[config.mk]
export PLATFORM = sky130hd
export DESIGN_NAME = div_unit
export DESIGN_NICKNAME = d
export VERILOG_FILES = /design/src/rtl/div_unit.sv
export SDC_FILE = /design/constraint.sdc
export NUM_CORES = 1
export LEC_CHECK = 0
export BUFFER_PORTS_ARGS = -buffer_cell sky130_fd_sc_hd__buf_2
export CORE_ASPECT_RATIO = 1.2
export CORE_MARGIN = 1
export CORE_UTILIZATION = 54
export CTS_CLUSTER_DIAMETER = 100
export CTS_CLUSTER_SIZE = 30
export DETAILED_ROUTE_END_ITERATION = 8
export PLACE_DENSITY = 0.87
export SLEW_MARGIN = 20
export SYNTH_ARGS = -nofsm -noshare
export SYNTH_HDL_FRONTEND = slang
export SYNTH_SLANG_ARGS = --single-unit
[constraint.sdc]
create_clock -name clk -period 4.8 [get_ports clk]
set_input_delay 0.96 -clock clk [delete_from_list [all_inputs] [get_ports clk]]
set_output_delay 0.96 -clock clk [all_outputs]
set_load 0.1 [all_outputs]
[src/rtl/div_unit.sv]
// div_unit: multi-cycle radix-2 restoring divider for DIV/DIVU (quotient to lo, remainder to hi)
module div_unit #(
   parameter int WIDTH = 32
) (
   input  logic             clk,
   input  logic             rst_,
   input  logic             start,
   input  logic             signed_op,
   input  logic [WIDTH-1:0] dividend,
   input  logic [WIDTH-1:0] divisor,
   input  logic             cancel,
   output logic             busy,
   output logic             result_vld,
   output logic [WIDTH-1:0] quotient,
   output logic [WIDTH-1:0] remainder,
   output logic             div_zero
);
   localparam int CW = $clog2(WIDTH + 1);
   typedef enum logic [1:0] {IDLE, CALC, DONE, ZERO} state_t;
   state_t state;
   logic [CW-1:0] cnt;
   logic [WIDTH-1:0] acc, quo, dvs, acc_n, quo_n, a_mag, b_mag;
   logic [WIDTH:0] trial;
   logic neg_q, neg_r;
   assign busy = state != IDLE;
   assign result_vld = state == DONE || state == ZERO;
   // quo shifts the dividend magnitude out at the top and collects quotient bits at the bottom
   always_comb begin
      a_mag = signed_op && dividend[WIDTH-1] ? -dividend : dividend;
      b_mag = signed_op && divisor[WIDTH-1] ? -divisor : divisor;
      trial = {acc, quo[WIDTH-1]} - {1'b0, dvs};
      acc_n = trial[WIDTH] ? {acc[WIDTH-2:0], quo[WIDTH-1]} : trial[WIDTH-1:0];
      quo_n = {quo[WIDTH-2:0], ~trial[WIDTH]};
   end
   always_ff @(posedge clk) begin
      if (rst_) begin
         state <= IDLE;
         cnt <= '0;
         quotient <= '0;
         remainder <= '0;
         div_zero <= 1'b0;
      end else begin
         case (state)
            IDLE: if (start && !cancel) begin
               acc <= '0;
               quo <= a_mag;
               dvs <= b_mag;
               cnt <= '0;
               neg_q <= signed_op && (dividend[WIDTH-1] ^ divisor[WIDTH-1]);
               neg_r <= signed_op && dividend[WIDTH-1];
               if (divisor == '0) begin
                  state <= ZERO;
                  quotient <= '1;
                  remainder <= dividend;
                  div_zero <= 1'b1;
               end else begin
                  state <= CALC;
               end
            end
            CALC: begin
               acc <= acc_n;
               quo <= quo_n;
               cnt <= cnt + 1'b1;
               if (cancel) begin
                  state <= IDLE;
               end else if (cnt == CW'(WIDTH - 1)) begin
                  state <= DONE;
                  quotient <= neg_q ? -quo_n : quo_n;
                  remainder <= neg_r ? -acc_n : acc_n;
                  div_zero <= 1'b0;
               end
            end
            DONE: state <= IDLE;
            ZERO: state <= IDLE;
         endcase
      end
   end
endmodule
==> out/results.tsv, run 1 <==
metric	value	unit
vias_after_detailed_routing	11356	
worstPathArrival	5.03	ns
timing.critical_path.from_type	flop	
synth_nets	1505	
grt_use_met1	0.360	
hold_class	flop to flop	
fraction_of_layout_instances_using_a_drive_strength_above_1	0.183	
drv_slew	0	
final-setup-viol-count	0	
number_of_global_route_vias_before_repair	10506	
cts.sinks	171	
postRouteAntennaNets	0	
dp.final_hpwl	25000	um
timing_worst_setup_path_type	flop to flop	
post_synth_fa_ha_maj_area_fraction	0.0405	
critical_path.max_stage_delay	0.56	ns
status	finished clean	
period_share	0.974	
register_area	4400	um2
routed_via_density	6.20	
pwr-share-seq	0.427	
comb_power_share	0.188	
buffer_ports.inserted	135	
htreeDepth	4	
cts-root-to-sink-buffers	2	
number_of_buffers_inserted_during_clock_tree_synthesis	17	
power_switching_share	0.301	
worst-r2r-setup-slack	0.13	ns
hold_depth	2	
fin_worst_skew	0.0131	ns
grt_most_used_layer	met2	
dieArea	22700	um2
power_per_cell_area	276	nW/um2
synth-compound-area-share	0.235	
floorplan.core_area	21700	um2
tritoncts	yes	
post_synth.cell_area_avg	8.53	um2
design_power_total	3.84	mW
post-place-ws	-0.0696	ns
final_design_utilization	0.642	
critical_path.cell_chain	ha_1 > nand4_4 > or4_4 > or3_4 > o32ai_4 > o31a_4 > nor2_8 > inv_4 > mux2i_4 > ha_2 > o211ai_1 > nor3_1 > nand4_1 > o41ai_4 > nand4_1 > o21ai_1 > mux2_4 > a31oi_1	
yosys-mux-area-fraction	0.0199	
global_route_wire_length_before_repair	52100	um
cp_max_fo	5	
cap_viol_max_count	0	
synth_enable_flop_cells	98	
netlist_top_cells_area	edfxtp_1 25%, dfxtp_1 12%, xnor2_1 5.4%	
initial_antenna_violation_count	2	
post_synth_xor_area_fraction	0.0970	
synth_area_leader_cell	edfxtp_1	
routedWlPerCell	18.2	um
timing.rr.end	remainder[26]	
clk_latency	0.44	ns
timing.critical_path.from	acc[27]	
final_area	13900	um2
die_height	165	um
timing.final.crit_period	4.67	ns
power_frac_clock	0.385	
min_delay_endpoint	remainder[25]	
multi_input_comb_area	7170	um2
root_buffer	clkbuf_16	
synth.ff_latch_count	171	
yosysWarningCount	0	
dominant_cell_by_count_in_the_synthesized_netlist	nor2_1	
crit_path_frequent_cell	nand4_1	
main_combinational_cell_family_by_area_after_synthesis	compound AO/OA/AOI/OAI gates	
floorplan.die.width	138	um
place_area	13100	um2
floorplan.io_pins	136	
postLayoutSetupSlackWorst	0.127	ns
final_count_of_hold_timing_violations	0	
worst_vdd_ir	0.307	mV
yosys.area.top_type_share	0.247	
clk_pin_slew	0.08	ns
drt_initial_violations	971	
globalRoute.totalOverflow	0	
grt_max_degree	86	
net-switching-power	1.16	mW
grt.met3_usage	0.0620	
simple_gate_portion_of_the_synthesized_area	0.195	
internal_power	2.68	mW
worstPathRequired	5.16	ns
relSlewSlack	0.330	
start_util	0.549	
post_synth_instance_area	11900	um2
p_leak	5.43	nW
async_reset_ff_frac	0	
yosys_most_used_dff	edfxtp_1	
worst_hold_startpoint	remainder[25]	
routed_wirelength	33300	um
cts_hold_repair.buffers	0	
row_count	59	
synthToLayoutAreaGrowth	16.9	%
drtPass1Iterations	5	
synth_common_cells	163 x nor2_1, 137 x nand2_1, 101 x a21oi_1	
detail_route.drc_violations	0	
synth_cells	1398	
worst_setup_path_end_kind	flop	
worstMarginPinSlew	1.00	ns
routabilityCongestion	0.970	
fill_cells	1785	
yosys.cell_types.count	87	
track_usage	0.294	
max_clock_freq	214	MHz
worst-r2r-cell-count	18	
rsz_0062_raised_after_global_routing	yes	
num-nets-final	1649	
globalRouteMet2Util	0.500	
rr_startpoint	acc[27]	
crit_slowest_cell	or4_4	
synth-seq-area-share	0.369	
[cell type report]
cell class / count / share of cell area
sequential: 171 / 0.316
tap: 274 / 0.0246
clock buffer: 17 / 0.0305
timing repair buffer: 197 / 0.0828
antenna: 2 / 0.000359
inverter: 62 / 0.0169
clock inverter: 15 / 0.0143
multi-input combinational: 1093 / 0.515
[cells in the final DEF, fill, tap and decap left out, types with 12 or more instances in the layout]
master / n
a211oi_1: 20
a21o_1: 12
a21oi_1: 99
a311oi_1: 27
a31oi_1: 15
and2_1: 16
buf_2: 135
buf_4: 61
clkbuf_16: 17
dfxtp_1: 73
edfxtp_1: 98
ha_1: 30
inv_1: 60
mux2i_1: 18
nand2_1: 137
nand3_1: 29
nor2_1: 160
nor3_1: 40
nor4_1: 16
o21ai_0: 91
o31ai_1: 21
or3_1: 12
xnor2_1: 73
xor2_1: 59
[kinds of logic after synthesis]
| group | after synthesis |
|---|---|
| multiplexers | 23 |
| buffers and inverters | 134 |
| AND/OR/NAND/NOR | 489 |
| adder cells (fa/ha/maj) | 38 |
| XOR/XNOR | 132 |
| AO/OA/AOI/OAI | 411 |
| flip-flops | 171 |
[layer usage]
metal  up-vias  wire length (um)
met3        88              2770
met1      5296             13500
li1       5447                 -
met4         0              1030
met2       525             16000
met5         -                 0
[worst max-delay path, delay by kind of cell (launching register included)]
family	cells	cell delay, ns
buf+inv	1	0.09
mux	2	0.56
simple gates	7	1.72
fa+ha+maj	2	0.60
compound gates	6	1.21
flops	1	0.41
[power groups by stage]
stage                     clock network [mW]  logic (mW)  registers (mW)
after floorplan                            0       0.484            1.66
after global placement                     0       0.674            1.67
after detailed placement                   0       0.685            1.67
after CTS                               1.49       0.698            1.64
after global routing                    1.54       0.786            1.64
final                                   1.48       0.722            1.64
[registers in the layout (all words and copies together) (netlist names)]
signal	cells
acc	32
cnt	6
div_zero	1
dvs	32
neg_q	1
neg_r	1
quo	32
quotient	32
remainder	32
state	2
[timing repair]
action / in CTS / in global routing
gates resized for setup: 8 / 10
setup buffers: 1 / 10
setup endpoints to repair: 2 / 9
hold endpoints to repair: 0 / 0
pin swaps: 4 / 13
[how the worst max path moves through the flow]
stage / to / slack (ns) / depth (start not counted)
3_5_place_dp: remainder[26] / -0.07 / 18
6_report: remainder[26] / 0.13 / 18
5_1_grt: remainder[26] / -0.03 / 19
2_1_floorplan: remainder[26] / 0.002 / 20
3_3_place_gp: remainder[26] / 0.16 / 18
4_1_cts: remainder[26] / 0.02 / 18
[stage by stage]
| stage | setup TNS [ns] | hold slack, ns | cells |
|---|---|---|---|
| 2_1_floorplan | 0 | 0.454 | 1398 |
| 3_3_place_gp | 0 | 0.443 | 1786 |
| 3_5_place_dp | -0.132 | 0.470 | 1786 |
| 4_1_cts | 0 | 0.480 | 1819 |
| 5_1_grt | -0.0783 | 0.494 | 1831 |
| 6_report | 0 | 0.481 | 1831 |
No activity file was read; power rests on OpenSTA's default activity.
==> run 2, diff against run 1 <==
- CORE_UTILIZATION: 54 -> 60
- PLACE_DENSITY: 0.87 -> 0.91
- TNS_END_PERCENT: not set -> 10
- clock period: 4.8 -> 5.8 ns (I/O delays scaled with it)
==> run 2 against run 1 <==
  * Power is 21% lower
  * Worst setup slack improved by 0.46 ns
  * First-iteration DRC count is 14% higher
  * Core utilization increased by 4.7 points
  * Hold slack worse by 0.026 ns
  * Register-to-register slack better by 0.46 ns
  * Combinational power down 22%
  * Critical endpoint unchanged
==> out/results.tsv, run 2 (same netlist as run 1, synthesis figures left out) <==
metric	value	unit
worstPathRequired	6.17	ns
timing.critical_path.from_type	flop	
start_util	0.612	
global_route_wire_length_before_repair	50200	um
initial_antenna_violation_count	1	
wire_length_on_met3	3090	um
fin_worst_skew	0.00918	ns
grt_max_degree	80	
hold_class	flop to flop	
postRouteAntennaNets	0	
number_of_buffers_inserted_during_clock_tree_synthesis	17	
top_signal_layer_used	met4	
synthToLayoutAreaGrowth	12.6	%
clk_pin_slew	0.07	ns
worstPathArrival	5.59	ns
worst_vdd_ir	0.199	mV
root_buffer	clkbuf_16	
final_count_of_hold_timing_violations	0	
route.met2.wl	15400	um
cts_hold_repair.buffers	0	
floorplan.io_pins	136	
tritoncts	yes	
floorplan.core_area	19500	um2
clk_latency	0.44	ns
timing.final.crit_period	5.22	ns
worst_hold_startpoint	remainder[25]	
final_common_cell	nor2_1	
worst_setup_path_end_kind	flop	
setup_total_negative_slack	0	ns
max_clock_freq	192	MHz
relSlewSlack	0.397	
m1WireLength	12400	um
drt_initial_violations	1104	
vias_after_detailed_routing	11296	
period_share	0.899	
final-setup-viol-count	0	
rsz_0062_raised_after_global_routing	no	
rr_startpoint	acc[25]	
critical_path_buf_inv_count	1	
routed_via_density	6.36	
track_usage	0.313	
critical_path.max_stage_delay	0.57	ns
number_of_global_route_vias_before_repair	10267	
floorplan.die.width	131	um
htreeDepth	4	
routabilityCongestion	0.970	
critPathTopFamily	simple AND/OR/NAND/NOR gates	
fraction_of_layout_instances_using_a_drive_strength_above_1	0.152	
drtPass1Iterations	7	
fill_cells	1524	
p_leak	5.21	nW
cts_setup_buffers	0	
detail_route.drc_violations	0	
final_cell_mix	161 x nor2_1, 137 x nand2_1, 135 x buf_2	
num-nets-final	1607	
drv_slew	0	
power_per_cell_area	227	nW/um2
timing.critical_path.from	acc[25]	
post_route_hold_slack	0.456	ns
design_power_total	3.04	mW
die_height	156	um
routedWlPerCell	18.0	um
post_cts_resize_count	0	
cap_viol_max_count	0	
critical_path.cell_chain	ha_1 > nand2_1 > or4_4 > or3_1 > nor2_1 > o31a_2 > nor2_8 > inv_4 > mux2i_1 > ha_1 > o211ai_1 > nor3_1 > nand4_1 > o41ai_4 > nand4_1 > o21ai_1 > mux2_2 > a31oi_1	
globalRoute.totalOverflow	0	
timing_worst_setup_path_type	flop to flop	
cts-root-to-sink-buffers	2	
cp_max_fo	11	
worstMarginPinSlew	0.904	ns
dieArea	20400	um2
row_count	56	
crit_slowest_cell	or4_4	
status	finished clean	
cts.sinks	171	
dp.final_hpwl	23600	um
buffer_ports.inserted	135	
routed_wirelength	32000	um
## run 2: cell count changes in the layout (fill, tap and decap cells not counted), moves of 2 or more
cell / change
buf_4: -43
bufinv_16: -2
clkinv_2: +2
clkinv_4: +2
clkinvlp_4: -2
ha_1: +7
ha_4: -6
## run 2: per-stage QoR
| step | instances | util | worst slack [ns] | instance area [um2] |
|---|---|---|---|---|
| detailed placement | 1741 | 0.658 | 0.700 | 12800 |
| global route | 1775 | 0.689 | 0.298 | 13400 |
| CTS | 1773 | 0.688 | 0.689 | 13400 |
| floorplan | 1398 | - | 0.841 | 11900 |
| finish | 1775 | 0.689 | 0.584 | 13400 |
| global placement | 1741 | 0.658 | 0.911 | 12800 |
## run 2: worst paths after layout
| kind | endpoint | slack (ns) | cells past startpoint |
|---|---|---|---|
| setup / recovery | remainder[26] | 0.58 | 18 |
| hold / removal | remainder[25] | 0.46 | 2 |
| setup reg to reg | remainder[26] | 0.58 | 18 |
| hold reg to reg | remainder[25] | 0.46 | 2 |
## run 2: worst register-to-register path, cell delays in order (launching register included)
cell and delay (ns):
edfxtp_1 0.46, ha_1 0.50, nand2_1 0.17, or4_4 0.57, or3_1 0.36, nor2_1 0.23
o31a_2 0.26, nor2_8 0.06, inv_4 0.11, mux2i_1 0.29, ha_1 0.27, o211ai_1 0.18
nor3_1 0.19, nand4_1 0.19, o41ai_4 0.38, nand4_1 0.23, o21ai_1 0.19, mux2_2 0.35
a31oi_1 0.15
## run 2: where the power goes
group | leakage (nW) | total, mW | switching [mW] | internal, mW
Clock | 0.288 | 1.12 | 0.549 | 0.574
Combinational | 3.42 | 0.561 | 0.353 | 0.208
Sequential | 1.50 | 1.36 | 0.0322 | 1.33
## run 2: final cells by class
cell class	count	area [um2]	share of cell area
multi-input cells	1093	7030	0.523
clock inverters	15	151	0.0113
inverters	62	235	0.0175
repair buffers	155	851	0.0634
diodes	1	2.50	0.000186
well taps	261	327	0.0243
clock buffers	17	425	0.0317
flip-flops and latches	171	4400	0.328
## run 2: metal layers
layer	global-route usage	vias to the layer above
met4	0.151	0
met5	0	-
met1	0.387	5188
li1	-	5363
met2	0.517	649
met3	0.0612	96
